`src/rtl/uart_rx_frontend_if.sv`:
```
// Byte hand-off between the UART receive front end and its consumer.
//   rx_data  : received byte holding register
//   rx_valid : rx_data holds an unconsumed byte
//   rx_ready : consumer takes the byte in any cycle where rx_valid && rx_ready
// master = receiver (drives data/valid), slave = consumer (drives ready).
interface uart_rx_frontend_if;
  logic [7:0] rx_data;
  logic       rx_valid;
  logic       rx_ready;

  modport master (output rx_data, output rx_valid, input rx_ready);
  modport slave  (input rx_data, input rx_valid, output rx_ready);
endinterface

```
`src/rtl/uart_rx_frontend.sv`:
```
// 8N1 UART receiver front end with 16x oversampling and a one-byte holding
// register.
//   CLK       : single clock, rising edge
//   reset     : asynchronous, active-high
//   rx        : raw asynchronous line, idle high, LSB first
//   rx_if     : byte hand-off (rx_data / rx_valid out, rx_ready in)
//   frame_err : one-cycle pulse when the stop bit samples low
//   overrun   : sticky, an unconsumed byte was overwritten; clears after accept
//   busy      : receiver is inside a frame (FSM not IDLE)
module uart_rx_frontend #(
  parameter int OVERSAMPLE_DIV = 651
) (
  input  logic                      CLK,
  input  logic                      reset,
  input  logic                      rx,
  uart_rx_frontend_if.master        rx_if,
  output logic                      frame_err,
  output logic                      overrun,
  output logic                      busy
);

  localparam int             DW       = (OVERSAMPLE_DIV > 1) ? $clog2(OVERSAMPLE_DIV) : 1;
  localparam logic [DW-1:0]  DIV_LAST = DW'(OVERSAMPLE_DIV - 1);

  typedef enum logic [1:0] {IDLE, START, DATA, STOP} state_t;

  state_t        state, state_nxt;
  logic          sync1, sync2, sync_prev;
  logic [DW-1:0] div_cnt;
  logic [3:0]    tick_cnt;
  logic [2:0]    bit_cnt;
  logic [7:0]    shreg;
  logic          tick, shift_en, load, ferr_set, accept;

  // Line synchronizer; sync_prev is one more stage purely for edge detection.
  // All flops reset to the idle-line level so a reset never fakes an edge.
  always_ff @(posedge CLK or posedge reset) begin
    if (reset) begin
      sync1     <= 1'b1;
      sync2     <= 1'b1;
      sync_prev <= 1'b1;
    end else begin
      sync1     <= rx;
      sync2     <= sync1;
      sync_prev <= sync2;
    end
  end

  assign tick   = (state != IDLE) && (div_cnt == DIV_LAST);
  assign accept = rx_if.rx_valid && rx_if.rx_ready;
  assign busy   = (state != IDLE);

  always_ff @(posedge CLK or posedge reset) begin
    if (reset) state <= IDLE;
    else       state <= state_nxt;
  end

  // START waits 8 ticks (bit midpoint); DATA/STOP then sample every 16 ticks.
  always_comb begin
    state_nxt = state;
    shift_en  = 1'b0;
    load      = 1'b0;
    ferr_set  = 1'b0;
    case (state)
      IDLE:  if (sync_prev && !sync2) state_nxt = START;
      START: if (tick && tick_cnt == 4'd7) state_nxt = sync2 ? IDLE : DATA;
      DATA:  if (tick && tick_cnt == 4'd15) begin
               shift_en = 1'b1;
               if (bit_cnt == 3'd7) state_nxt = STOP;
             end
      STOP:  if (tick && tick_cnt == 4'd15) begin
               load      = sync2;
               ferr_set  = !sync2;
               state_nxt = IDLE;
             end
      default: state_nxt = IDLE;
    endcase
  end

  // Divider and tick counters sit at zero in IDLE, so every frame starts its
  // timing from the detected falling edge.
  always_ff @(posedge CLK or posedge reset) begin
    if (reset) begin
      div_cnt  <= '0;
      tick_cnt <= '0;
      bit_cnt  <= '0;
      shreg    <= '0;
    end else begin
      if (state == IDLE || tick) div_cnt <= '0;
      else                       div_cnt <= div_cnt + 1'b1;

      if (state == IDLE)                          tick_cnt <= '0;
      else if (tick && state == START && tick_cnt == 4'd7) tick_cnt <= '0;
      else if (tick)                              tick_cnt <= tick_cnt + 1'b1;

      if (state == IDLE)  bit_cnt <= '0;
      else if (shift_en)  bit_cnt <= bit_cnt + 1'b1;

      if (shift_en) shreg <= {sync2, shreg[7:1]};
    end
  end

  // Holding register. A load always wins over an accept; overrun only when
  // the old byte was still pending and not taken in the load cycle.
  always_ff @(posedge CLK or posedge reset) begin
    if (reset) begin
      rx_if.rx_data  <= 8'h00;
      rx_if.rx_valid <= 1'b0;
      overrun        <= 1'b0;
      frame_err      <= 1'b0;
    end else begin
      frame_err <= ferr_set;
      if (load) begin
        rx_if.rx_data  <= shreg;
        rx_if.rx_valid <= 1'b1;
        if (rx_if.rx_valid && !accept) overrun <= 1'b1;
        else if (accept)               overrun <= 1'b0;
      end else if (accept) begin
        rx_if.rx_valid <= 1'b0;
        overrun        <= 1'b0;
      end
    end
  end

endmodule

```
`src/flat_wrapper.sv`:
```
// flat-port wrapper written by rule: the top's interface ports become plain ports
module uart_rx_frontend_flat 
#(
  parameter int OVERSAMPLE_DIV = 651
)
  (CLK, reset, rx, frame_err, overrun, busy, rx_if_rx_data, rx_if_rx_valid, rx_if_rx_ready);
  uart_rx_frontend_if rx_if_i ();
  input  logic CLK;
  input  logic reset;
  input  logic rx;
  output logic frame_err;
  output logic overrun;
  output logic busy;
  output wire logic [$bits(rx_if_i.rx_data)-1:0] rx_if_rx_data;
  output wire logic [$bits(rx_if_i.rx_valid)-1:0] rx_if_rx_valid;
  input wire logic [$bits(rx_if_i.rx_ready)-1:0] rx_if_rx_ready;
  assign rx_if_rx_data = rx_if_i.rx_data;
  assign rx_if_rx_valid = rx_if_i.rx_valid;
  assign rx_if_i.rx_ready = rx_if_rx_ready;
  uart_rx_frontend #(.OVERSAMPLE_DIV(OVERSAMPLE_DIV)) u_core (.CLK(CLK), .reset(reset), .rx(rx), .rx_if(rx_if_i), .frame_err(frame_err), .overrun(overrun), .busy(busy));
endmodule
```
`config.mk`:
```
export PLATFORM = sky130hd
export DESIGN_NAME = uart_rx_frontend_flat
export DESIGN_NICKNAME = d
export VERILOG_FILES = /design/src/rtl/uart_rx_frontend_if.sv /design/src/rtl/uart_rx_frontend.sv /design/src/flat_wrapper.sv
export SDC_FILE = /design/constraint.sdc
export NUM_CORES = 1
export LEC_CHECK = 0
export CORE_ASPECT_RATIO = 0.75
export CORE_MARGIN = 1.5
export CORE_UTILIZATION = 56
export CTS_CLUSTER_SIZE = 30
export DETAILED_ROUTE_END_ITERATION = 8
export PLACE_DENSITY = 0.87
export SETUP_SLACK_MARGIN = 0.3
export SLEW_MARGIN = 20
export SYNTH_ARGS = -nofsm -noshare
export SYNTH_HDL_FRONTEND = slang
export SYNTH_SLANG_ARGS = --single-unit
```
`constraint.sdc`:
```
create_clock -name CLK -period 2.65 [get_ports CLK]
set_input_delay 0.53 -clock CLK [delete_from_list [all_inputs] [get_ports CLK]]
set_output_delay 0.53 -clock CLK [all_outputs]
set_load 0.05 [all_outputs]
```
# Word level (Yosys, flattened, before mapping)
# Index checks and enable logic that the tools add are counted.
[word_totals]
wordCells = 68
in_bits = 4
out_inout_bits = 12
regBits = 41
[op_classes]
mux = 24
addsub = 3
reduce_logical = 17
eq_ne = 12
[op_table]
columns = ["cell", "count"]
rows = [
  ["$mux 2", 6],
  ["$mux 4", 3],
  ["$mux 1", 11],
  ["$add 10x1->10 const B", 1],
  ["$eq 10x10->1 const B", 1],
  ["$mux 10", 1],
  ["$ne 2x1->1 const B", 5],
  ["$logic_and 1x1->1", 8],
  ["$pmux 2 s4", 1],
  ["$mux 3", 2],
  ["$reduce_bool 2->1", 3],
  ["$reduce_and 5->1", 1],
  ["$add 4x1->4 const B", 1],
  ["$eq 2x2->1 const B", 2],
  ["$eq 4x3->1 const B", 1],
  ["$eq 4x4->1 const B", 1],
  ["$add 3x1->3 const B", 1],
  ["$eq 3x3->1 const B", 1],
  ["$reduce_bool 3->1", 1],
  ["$eq 2x1->1 const B", 1],
  ["$logic_not 1->1", 2],
  ["$logic_not 2->1", 1],
  ["$logic_or 1x1->1", 1],
]

# Depth between registers and ports, before layout
# Gate-level depths: netlist (run 1).
[logic_depth]
word_depth = 7
ltp_mapped = 8
mapped_depth_nobuf = 6

# Worst setup path before layout (run 1)
# Ideal clock, no wire load.
[synth_path]
kind = "reg2reg"
start = "register u_core.tick_cnt[0]"
end = "register u_core.rx_if.rx_data[0]"
setup_ns = 0.125
setup_slack_ns = 0.749
path_stages_with_launch = 8
path_buffers = 2
required_ns = 2.525
synth_period_minus_slack_ns = 1.901
arrival_time_ns = 1.776
path_cell_list = "dfrtp_1 > ha_1 > and3_1 > and4_1 > buf_4 > and4_4 > buf_12 > mux2_4"
[synth_via]
elab_chain_len = 4
[synth_lines]
columns = ["element", "line_no", "text"]
rows = [
  ["start, declared", "uart_rx_frontend.sv:30", "logic [3:0] tick_cnt;"],
  ["start signal, assigned", "uart_rx_frontend.sv:94", "else if (tick) tick_cnt <= tick_cnt + 1'b1;"],
  ["$eq 4x4->1", "uart_rx_frontend.sv:71", "STOP: if (tick && tick_cnt == 4'd15) begin"],
  ["$logic_and 1x1->1", "uart_rx_frontend.sv:71", ""],
  ["$mux 1", "uart_rx_frontend.sv:71", ""],
  ["$mux 1", "uart_rx_frontend.sv:64", "case (state)"],
  ["end signal, assigned", "uart_rx_frontend.sv:114", "rx_if.rx_data <= shreg;"],
  ["end, declared", "uart_rx_frontend_if.sv:11", "modport master (output rx_data, output rx_valid, input rx_ready);"],
]
# Every way passes these cells.
# A chain may end at the register's enable or synchronous reset.

# Worst setup path after layout (run 1)
[layout_path]
start = "register u_core.state[0]"
end = "output busy"
[layout_via]
elab_chain_len = 1
[layout_lines]
columns = ["element", "line_no", "text"]
rows = [
  ["start, declared", "uart_rx_frontend.sv:27", "state_t state, state_nxt;"],
  ["start signal, assigned", "uart_rx_frontend.sv:55", "else state <= state_nxt;"],
  ["$reduce_bool 2->1", "uart_rx_frontend.sv:51", "assign busy = (state != IDLE);"],
  ["end, declared", "flat_wrapper.sv:13", "output logic busy;"],
]
# Every way passes these cells.

==> results of run 1 <==
through the flow:
stage                     worst slack [ns]  instance area, sq um
after floorplan                     0.7491                  1871
after global placement              0.5566                  2033
after detailed placement            0.4660                  2033
after CTS                           0.4332                  2148
after global routing                0.3484                  2148
final                               0.4189                  2148
critical path: stages, from the launching register on:
cell and delay (ns):
sky130_fd_sc_hd__dfrtp_1 0.63, sky130_fd_sc_hd__nor2_1 0.13, sky130_fd_sc_hd__inv_1 0.10, sky130_fd_sc_hd__dlygate4sd2_1 0.54
report_power, final:
group	total (mW)	switching, mW	internal [mW]	leakage [nW]
logic	0.138	0.0796	0.0586	0.376
registers	0.729	0.0607	0.668	0.552
clock network	0.510	0.203	0.307	0.0585
flip-flops by register name, indices dropped and copies added (netlist names), 3 cells and up, named ones only:
signal / count
u_core.bit_cnt: 3
u_core.div_cnt: 10
u_core.rx_if.rx_data: 8
u_core.shreg: 8
u_core.tick_cnt: 4
cells in the final DEF (no fill, tap or decap), types with 3 or more instances in the layout:
master and n:
sky130_fd_sc_hd__a21oi_1 4, sky130_fd_sc_hd__clkbuf_8 6, sky130_fd_sc_hd__clkdlybuf4s50_1 14, sky130_fd_sc_hd__dfrtp_1 38
sky130_fd_sc_hd__dfstp_2 3, sky130_fd_sc_hd__ha_1 5, sky130_fd_sc_hd__inv_1 4, sky130_fd_sc_hd__mux2_2 8
sky130_fd_sc_hd__mux2_4 8, sky130_fd_sc_hd__nand2_1 18, sky130_fd_sc_hd__nand3_1 8, sky130_fd_sc_hd__nor2_1 16
sky130_fd_sc_hd__o211ai_1 3, sky130_fd_sc_hd__xnor2_1 6, sky130_fd_sc_hd__xor2_1 3
layout make-up:
cell class | instances | area (sq um) | share of cell area [%]
clock inverters | 1 | 30.03 | 1.398
flip-flops and latches | 41 | 1030 | 47.93
repair buffers | 16 | 156.4 | 7.280
multi-input cells | 106 | 783.3 | 36.46
clock buffers | 7 | 86.33 | 4.019
well taps | 38 | 47.55 | 2.213
inverters | 4 | 15.01 | 0.6989
how the worst max path moves through the flow:
stage / end / start / cells after the start / slack, ns
6_report: busy / u_core.state[0] / 3 / 0.42
3_3_place_gp: busy / u_core.state[0] / 3 / 0.56
2_1_floorplan: u_core.rx_if.rx_data[0] / u_core.tick_cnt[0] / 7 / 0.75
3_5_place_dp: busy / u_core.state[0] / 3 / 0.47
5_1_grt: busy / u_core.state[0] / 3 / 0.35
4_1_cts: busy / u_core.state[0] / 3 / 0.43
logic make-up after synthesis:
family / Yosys count
xor gates and xnor gates: 9
and+or+nand+nor: 60
muxes: 16
buffers and inverters: 9
AOI/OAI and AO/OA: 16
adders and majority gates: 5
DFF: 41
metal layers:
metal,routed length [microns],vias to the layer above
li1,-,581
met1,1559,590
met2,1622,19
met3,100,5
met4,46,0
met5,0,-
==> run summary, run 1 <==
I/O pin count: 16. The starting utilization of the core area is 61.07%. The chip width was 69.74 microns. The fraction of synthesis flops using an asynchronous set or reset pin was 100.0%; the core area was 3063 sq um. The cell taking the most area after synthesis is sky130_fd_sc_hd__dfrtp_1. The number of flip-flops and latches in the synthesized netlist works out to 41. The first detailed-routing pass took 4 iterations. For the total inserted antenna cells, the log shows 0.

The logs give 0.3545 ns for the worst slack on hold paths and 70.14% for the final core utilization. On the final layout, the worst clock skew is 0.004594 ns. At the pin with the least slew margin, the transition time is 0.5186 ns. In this run the critical register-to-register path is launched from u_core.div_cnt[0].

Entering global routing, the biggest net connects 42 pins. Clock latency on the worst-skew pair, taken at its later pin, is 0.29 ns. Summing over every cut layer, the via total after detailed routing is 1195.

Net total in the final layout: 183. After synthesis, the share of cell area in mux cells is 11.24%. For the via count of the first global-routing pass, the log shows 1109. The area share of the largest cell type after synthesis came out at 50.84%.

Global routing consumed, on the met2 layer, 31.25% of the routing resources. For the count of cell types in the netlist, the log shows 37. The congestion estimate from routability-driven global placement came to 0.7899.

The analysis attributes to cell leakage a power of 0.9865 nW. For this run, design rule violations remaining after detail routing come to 0. The cell area power density works out to 640.9 nW/um^2. The number of gates resized after cts is 1. Data on the critical path arrives at its endpoint at 1.70 ns. Largest family of logic cells by synthesized area: simple AND/OR/NAND/NOR gates. The global routing usage on met1 is 25.84%, and the remaining global-route overflow is 0.

Sequential cells were found to cover 55.05% of the synthesized design area. Port buffering added 15 buffers. The number of warnings printed during yosys synthesis is 0.

The nature of the critical path startpoint was a flop. Static timing analysis puts the maximum clock frequency at 448.2 MHz. The cell count after synthesis came out at 156. The met3 demand-to-capacity share in global routing came out at 4.762%.

The flow ran to the end, and the final reports show no timing, DRC or antenna violations. The initialized floorplan defines 17 standard-cell rows. The run gives 19.74% as the aggregate global-route resource usage. The arithmetic-cell share of the synthesized area counting full adders, half adders and majority gates is 3.344%, and the via density per instance is 5.610. Maximum fanout count along the critical path: 16.

The worst path uses 84.19% of the clock period. The final count of pins violating max slew was 0. The H-tree generated during clock tree synthesis spans 2 levels. The synthesized design contains 0 enable-type register cells. Counting every net in the synthesized netlist gives 165. Critical path start-end classification: reg2out. For the hold-fix buffer count after cts, the log shows 0.

The clock-pin slew reported for the worst setup and hold paths after clock tree synthesis came out at 0.08 ns. The worst hold path terminates at u_core.sync2. The worst setup path is captured at an output pin. For this run, the number of standard cells in the final layout without fillers is 213.

The xor and xnor fraction of the mapped netlist area came out at 4.214%. The worst path in the final design needs a cycle of 2.231 ns, including I/O delays and setup. In the post-synthesis netlist, the cell with the most instances is sky130_fd_sc_hd__dfrtp_1. The worst hold path begins at u_core.sync1. Total power for the finished layout comes to 1.377 mW. Ranked by total cell area, the synthesized netlist is headed by sky130_fd_sc_hd__dfrtp_1 51%, sky130_fd_sc_hd__mux2_4 6.4%, sky130_fd_sc_hd__mux2_2 4.8%, sky130_fd_sc_hd__dfstp_2 4.2%, sky130_fd_sc_hd__nand2_1 3.6%. In this run the remaining antenna-violating nets after routing total 0.

In this run the critical register-to-register path is captured at u_core.shreg[5]. The clock sink count was 41; the layout filler cell count was 219. The first global-routing pass estimated 5354 microns of wire. In this run the cell area of the synthesized design comes to 1871 sq um. For the number of hold violations in the final report, the log shows 0. For the die outline area, the log shows 3699 sq um.

Dividing the detail-routed wire length by the instance count gives 15.62 microns. The count of max-cap constraint violations came out at 0. The longest clock path from root to sink contains 2 buffers. The cell chosen for the clock root was sky130_fd_sc_hd__clkbuf_8. The logs give 495.0 uV for the worst vdd rail ir drop and 5 for the number of CTS-inserted buffers. Measured against its own limit, the worst slew margin works out to 65.32%. The area growth from synthesis to layout is 14.85%.

The global routing stage identified its most utilized layer as met2. The worst reg-to-reg path cell count came out at 6. The detailed placer's ending HPWL is 2298 microns, and the register-to-register path setup slack is 0.52 ns. Simple-gate area share of the yosys netlist: 17.06%. Most common flop cell mapped by yosys: sky130_fd_sc_hd__dfrtp_1. The tools report the number of DRC markers in iteration 0 as 89. The run gives 205 as the number of cells after detailed placement.

Cells with a size suffix above 1 make up 17.14% of the layout. Counting instances in the post-synthesis netlist gives the leading cell types as 38 x sky130_fd_sc_hd__dfrtp_1, 18 x sky130_fd_sc_hd__nand2_1, 16 x sky130_fd_sc_hd__nor2_1. Average cell area after synthesis: 11.99 sq um. Setup repair after global routing left no endpoint under its margin.

The number of antenna violations at the first check in global routing is 0, and the final setup violation count is 0. The worst hold path passes through 0 cells. Adding up every negative setup slack in the final design gives 0 ns. The min-delay analysis places its worst path in the category reg2reg.

Data on the critical path is required at its endpoint by 2.12 ns. The die is 53.05 microns tall. Summed over all layers, the routed wires come to 3327 microns. The tools report the number of buffers added for setup after CTS as 0. TritonCTS built the clock tree. Summing the areas of all compound-gate instances in the mapped netlist gives 6.020% of the synthesized area.
Note: power is estimated with default switching activity, not from simulation.
==> inputs of run 2 (changes only) <==
==> constraint.sdc (replaced) <==
create_clock -name CLK -period 2.2 [get_ports CLK]
set_input_delay 0.44 -clock CLK [delete_from_list [all_inputs] [get_ports CLK]]
set_output_delay 0.44 -clock CLK [all_outputs]
set_load 0.05 [all_outputs]
==> run summary, run 2 (same netlist as run 1, synthesis figures left out) <==
Summed over all failing endpoints, the final setup total negative slack is 0 ns. The final route contains 1289 vias. The height of the die works out to 53.05 microns.

In the final routed layout, each cell accounts on average for 17.13 microns. For this design the top-level I/O count stands at 16. Final setup violation count: 0. The logs give 0.3351 ns for the setup slack of the critical path after layout and 742.6 uV for the worst vdd rail ir drop. In this run the horizontal extent of the chip is 69.74 microns. For the worst-skew pair, the clock arrives at the later sink with an insertion delay of 0.30 ns. Before antenna repair, the detailed router went through 5 iterations. The worst hold path passes through 0 cells. The number of CTS-inserted buffers was 5; the overall power of the completed layout was 1.585 mW. Leaving out fill and tap cells, the most frequent cells in the layout are 34 x sky130_fd_sc_hd__dfrtp_1, 18 x sky130_fd_sc_hd__nand2_1, 16 x sky130_fd_sc_hd__nor2_1. The worst reg-to-reg path cell count was 6; the via density per instance was 5.806. For the final database, setup skew stands at 0.007165 ns.

The largest registers in the layout are u_core.div_cnt x10, u_core.rx_if.rx_data x8, u_core.shreg x8. The total area of multi-input combinational cells is 828.3 sq um, and the wire length of the first global-routing pass is 6078 microns. The leakage power summed over all cells was 1.083 nW. The worst pin sits at a relative slew slack of 65.11%. For this design the ratio of total power to cell area is 715.6 nW/um^2.

The flip-flop count of the largest register, all copies and words added is 10. The via count of the first global-routing pass was 1250; the core area was 3063 sq um. Critical path capture point type: a flop. Global routing finished with a remaining overflow of 0. Maximum fanout count along the critical path: 5. Count of max-cap constraint violations: 0. The worst-margin pin slew was 0.5225 ns. The tools report the critical register-to-register path endpoint as u_core.rx_if.rx_data[1]. By startpoint and endpoint, the worst setup path is classified as reg2reg.

The net count of the finished layout is 192. Critical path endpoint: u_core.rx_if.rx_data[1]. After legalization and detailed placement, the total HPWL measured 2229 microns. In this run the worst setup path begins at u_core.div_cnt[0]. The required time of the worst setup path is 2.38 ns, and the number of nets with antenna violations after routing is 0.

The logs give 0.7807 for the last weighted congestion value of the routability-driven placer and 41 for the clock sink count. Dividing the final minimum period by the clock period gives 84.77%. The detailed router finished its first iteration with 114 violations.

The starting utilization of the core area was 61.07%; the final core utilization was 72.30%. Setup repair after global routing could not meet its margin everywhere. The worst hold path belongs to the class reg2reg. The final count of pins violating max slew was 0; the post-synthesis to final-layout area growth was 18.39%.

The number of hold violations in the final report came out at 0. The tools report the startpoint of the lowest-slack register-to-register path as u_core.div_cnt[0]. TritonCTS built the clock tree. Clock tree synthesis selected as its root buffer the cell sky130_fd_sc_hd__clkbuf_8. In the global route stage, overall resource usage came out at 21.90%. The filler cells instantiated in the layout total 201. The run finished with clean final reports. Clock-pin slew was measured on the worst setup and hold paths at 0.08 ns. The number of levels the H-tree was split into is 2, and the critical path data arrival time is 2.05 ns. The clock passes through at most 2 buffers.

For flop-to-flop paths, the worst setup slack is 0.34 ns. Before CTS, the worst setup slack after placement is 0.1529 ns. Entering global routing, the biggest net connects 42 pins. Based on the critical path, the design can be clocked at up to 536.2 MHz. Register with the highest flop count: u_core.div_cnt. The tools report the total wire length after detailed routing as 3803 microns.

0 antenna diodes ended up in the layout. The area of all sequential standard cells was 1035 sq um; the clock period minus final worst setup slack was 1.865 ns. The library cell used most frequently in the layout, excluding fill and tap cells, is sky130_fd_sc_hd__dfrtp_1. Nature of the critical path startpoint: a flop.

The floorplan has 17 rows. The port buffer count was 15; the share of post-route cells with drive strength above 1 was 26.63%. Die outline area: 3699 sq um. The number of antenna violations at the first check in global routing was 0; the post-detailed-route DRC marker count was 0.
## run 2: cell types whose count changed in the layout (fill, tap and decap cells not counted), sizes merged
cell and delta:
bufinv -1, dlygate4sd2 +8, and4b +1, and4 +1, clkinvlp +2, clkbuf -1, dlymetal6s2s +2, buf +8
clkdlybuf4s50 -11
## run 2: worst min path at each step
stage,start,endpoint,slack (ns)
after floorplan,u_core.sync1,u_core.sync2,0.35
after global placement,u_core.sync1,u_core.sync2,0.35
after detailed placement,u_core.sync1,u_core.sync2,0.36
after CTS,u_core.sync1,u_core.sync2,0.37
after global routing,u_core.sync1,u_core.sync2,0.37
final,u_core.sync1,u_core.sync2,0.37
## run 2: what timing repair did
item	in CTS	in global routing
setup buffers	3	4
endpoints found under the setup margin	25	21
gates resized for setup	14	10
gates cloned	2	0
pin swaps	1	3
hold buffers	0	0
## run 2: area by class of cell
class | count | share of cell area, %
Tap cell | 38 | 2.147
Clock buffer | 6 | 3.277
Timing Repair Buffer | 23 | 9.096
Clock inverter | 2 | 0.6780
Multi-Input combinational cell | 108 | 37.40
Sequential cell | 41 | 46.72
Inverter | 4 | 0.6780
## run 2: layer usage
layer	routed length (microns)	GRT usage, %	part of all wire, %	up-vias
li1	-	-	-	609
met1	1678	29.17	44	633
met2	1910	35.90	50	42
met3	172	4.952	4.5	5
met4	41	8.013	1.1	0
met5	0	0	0	-
## run 2: worst max-delay path, stage by stage (launching register included)
cell                      delay [ns]
sky130_fd_sc_hd__dfrtp_1        0.43
sky130_fd_sc_hd__inv_1          0.09
sky130_fd_sc_hd__ha_1           0.14
sky130_fd_sc_hd__and3b_2        0.23
sky130_fd_sc_hd__and4_4         0.25
sky130_fd_sc_hd__and4_4         0.31
sky130_fd_sc_hd__mux2_4         0.31
## run 2: metrics by stage
| step | hold WS, ns | area (sq um) | cells |
|---|---|---|---|
| floorplan | 0.3452 | 1873 | 156 |
| global placement | 0.3464 | 2033 | 205 |
| detailed placement | 0.3555 | 2033 | 205 |
| CTS | 0.3705 | 2161 | 218 |
| global route | 0.3716 | 2215 | 222 |
| finish | 0.3743 | 2215 | 222 |
## run 2: power by group
group	switching (mW)	internal, mW
Sequential	0.0799	0.806
Clock	0.268	0.224
Combinational	0.114	0.0940
Total	0.462	1.12
==> inputs of run 3 (changes only) <==
==> constraint.sdc (replaced) <==
create_clock -name CLK -period 1.79 [get_ports CLK]
set_input_delay 0.358 -clock CLK [delete_from_list [all_inputs] [get_ports CLK]]
set_output_delay 0.358 -clock CLK [all_outputs]
set_load 0.05 [all_outputs]
==> run summary, run 3 (same netlist as run 1, synthesis figures left out) <==
The run finished, with violations left. The final reports fail on negative setup slack. The run gives 34.5% as the part of the power in the clock network.

The critical register-to-register path endpoint was u_core.shreg[4]. For the pin count of the biggest net entering global routing, the log shows 42. The tools report the leakage power summed over all cells as 1.157 nW.

Nature of the critical path startpoint: a flop. The required time of the worst setup path came out at 1.97 ns. After floorplanning, the core was divided into 17 placement rows. The flip-flop count of the largest register, all copies and words added came out at 10. IR analysis of the VDD net gives a maximum drop of 888.1 uV. The run gives 24.52% as the aggregate global-route resource usage. The post-route netlist has 40.10% of its cells at a drive strength greater than 1.

The min-delay analysis places its worst path in the category reg2reg. The post-detailed-route DRC marker count is 0. The critical path start-end classification was reg2reg.

Number of DRC markers in iteration 0: 87. The register with the most flip-flops in the final layout is u_core.div_cnt. Combinational cells account for 18.7% of the total power. Based on the critical path, the design can be clocked at up to 534.2 MHz. The sequential share of power was 46.8%; the port buffer count was 15.

After layout, the minimum clock period comes to 1.872 ns. The clock net in this run drives a total of 41 sinks. The tools report the register-to-register path setup slack as -0.08 ns. In the layout the commonest cells are 36 x sky130_fd_sc_hd__dfrtp_1, 36 x sky130_fd_sc_hd__buf_4, 17 x sky130_fd_sc_hd__nand2_1. For this configuration, the core starts out at a cell density of 61.07%. The number of search-and-repair iterations in the first detailed-routing pass is 4, and the net switching fraction of the power is 26.08%. The tightest slew margin relative to the limit came out at 76.25%. The first global-routing pass estimated 6637 microns of wire.

The number of hold violations in the final report is 0. The tools report the clock tree skew after final layout as 0.003484 ns. On the final layout, the worst hold slack is 0.3693 ns.

Measured along the x axis, the die boundary spans 69.74 microns. At the pin with the least slew margin, the transition time is 0.3535 ns. The final count of pins violating max slew came out at 0. The share of the clock period used by the worst path was 104.6%; the I/O pin count was 16. The remaining global-route overflow is 0. The worst hold path depth is 0.

In this run the clock root is driven by a sky130_fd_sc_hd__clkbuf_8. The congestion estimate from routability-driven global placement came to 0.7931. The number of antenna diodes in the final layout is 0. Buffers inserted during clock tree synthesis total 5. In this run the remaining antenna-violating nets after routing total 0.

Data arrives at the worst endpoint at 2.06 ns. The tools report the end point of the worst hold path as u_core.sync2. TritonCTS built the clock tree. The setup slack of the critical path after layout is -0.08180 ns, and the clock-pin slew reported for the worst setup and hold paths after clock tree synthesis is 0.08 ns. The number of antenna violations at the first check in global routing came out at 0.

Setup repair after global routing could not meet its margin everywhere. Dividing the detail-routed wire length by the instance count gives 18.79 microns. The H-tree was split into 2 levels. The startpoint identified for the worst hold timing path is u_core.sync1.

The post-synthesis to final-layout area growth was 29.43%. Counting along the longest clock path gives a buffer depth of 2. Timing analysis after detailed placement gives a worst setup slack of 0.003767 ns. The tools report the total wire length after detailed routing as 4510 microns. For the via count, the log shows 1406. The worst register-to-register path has a depth of 5. Count of max-cap constraint violations: 0.

The overall power of the completed layout was 2.241 mW. The die outline area is 3699 sq um. Dividing the detail-routed via count by the number of cells gives 5.858. The internal portion of the total power is 1.657 mW. The floorplan step defined a core boundary enclosing 3063 sq um. In this run the worst setup path begins at u_core.div_cnt[5].

Startpoint of the lowest-slack register-to-register path: u_core.div_cnt[5]. The largest registers in the layout are u_core.div_cnt x10, u_core.rx_if.rx_data x8, u_core.shreg x8. The maximum fanout count along the critical path is 9, and the detailed placer's ending HPWL is 2588 microns. In this run the power spent charging and discharging nets is 0.5844 mW. The final layout contains 210 nets. The via count of the first global-routing pass is 1388.

The cell area power density was 925.7 nW/um^2. The height of the die was 53.05 microns; the later-pin clock latency in the skew report was 0.30 ns. STA classifies the critical path endpoint as a flop. The tools report the final setup violation count as 18.
run 3: how the worst max path moves through the flow:
| stage | endpoint | cells past startpoint |
|---|---|---|
| final | u_core.shreg[4] | 5 |
| after global routing | u_core.shreg[5] | 5 |
| after CTS | u_core.shreg[4] | 7 |
| after detailed placement | u_core.rx_if.rx_data[0] | 6 |
| after global placement | u_core.rx_if.rx_data[3] | 6 |
| after floorplan | u_core.rx_if.rx_data[0] | 8 |
run 3: power groups by stage:
stage               clock network (mW)  registers [mW]  logic [mW]
floorplan                            0            1.07       0.163
global placement                     0            1.06       0.312
detailed placement                   0            1.06       0.326
CTS                              0.786            1.04       0.379
global route                     0.824            1.06       0.458
finish                           0.773            1.05       0.418
run 3: repair_timing:
item	4_1_cts	5_1_grt
buffers inserted	5	3
endpoints found under the setup margin	33	38
endpoints found under the hold margin	0	0
pin swaps	0	1
hold buffers	0	0
cloned	1	0
resized for setup	9	6
run 3: final cells by class:
class	count	area, sq um
sequential	41	1032
multi-input combinational	107	849.6
fill	174	641.9
timing repair buffer	42	360.3
clock buffer	7	86.33
tap	38	47.55
clock inverter	1	30.03
inverter	4	15.01
run 3: through the flow:
stage	setup TNS, ns	cell area (sq um)	utilization (%)	std cells
global placement	0	2183	71.28	223
CTS	-0.0008886	2379	77.66	237
global route	-2.050	2421	79.04	240
floorplan	-0.3676	1882	-	156
finish	-1.044	2421	79.04	240
detailed placement	0	2183	71.28	223
run 3: per-layer routing:
metal | GRT usage, % | part of all wire [%] | vias up | routed length, microns
met3 | 7.810 | 5.5 | 14 | 246
li1 | - | - | 638 | -
met5 | 0 | 0 | - | 0
met2 | 40.06 | 50 | 52 | 2273
met1 | 30.31 | 42 | 702 | 1879
met4 | 11.54 | 2.5 | 0 | 112
run 3: worst max-delay path: stages (launching register included):
cell	delay, ns
sky130_fd_sc_hd__dfrtp_1	0.42
sky130_fd_sc_hd__nor4b_4	0.37
sky130_fd_sc_hd__and3_4	0.25
sky130_fd_sc_hd__and4b_2	0.25
sky130_fd_sc_hd__buf_12	0.14
sky130_fd_sc_hd__mux2_2	0.34
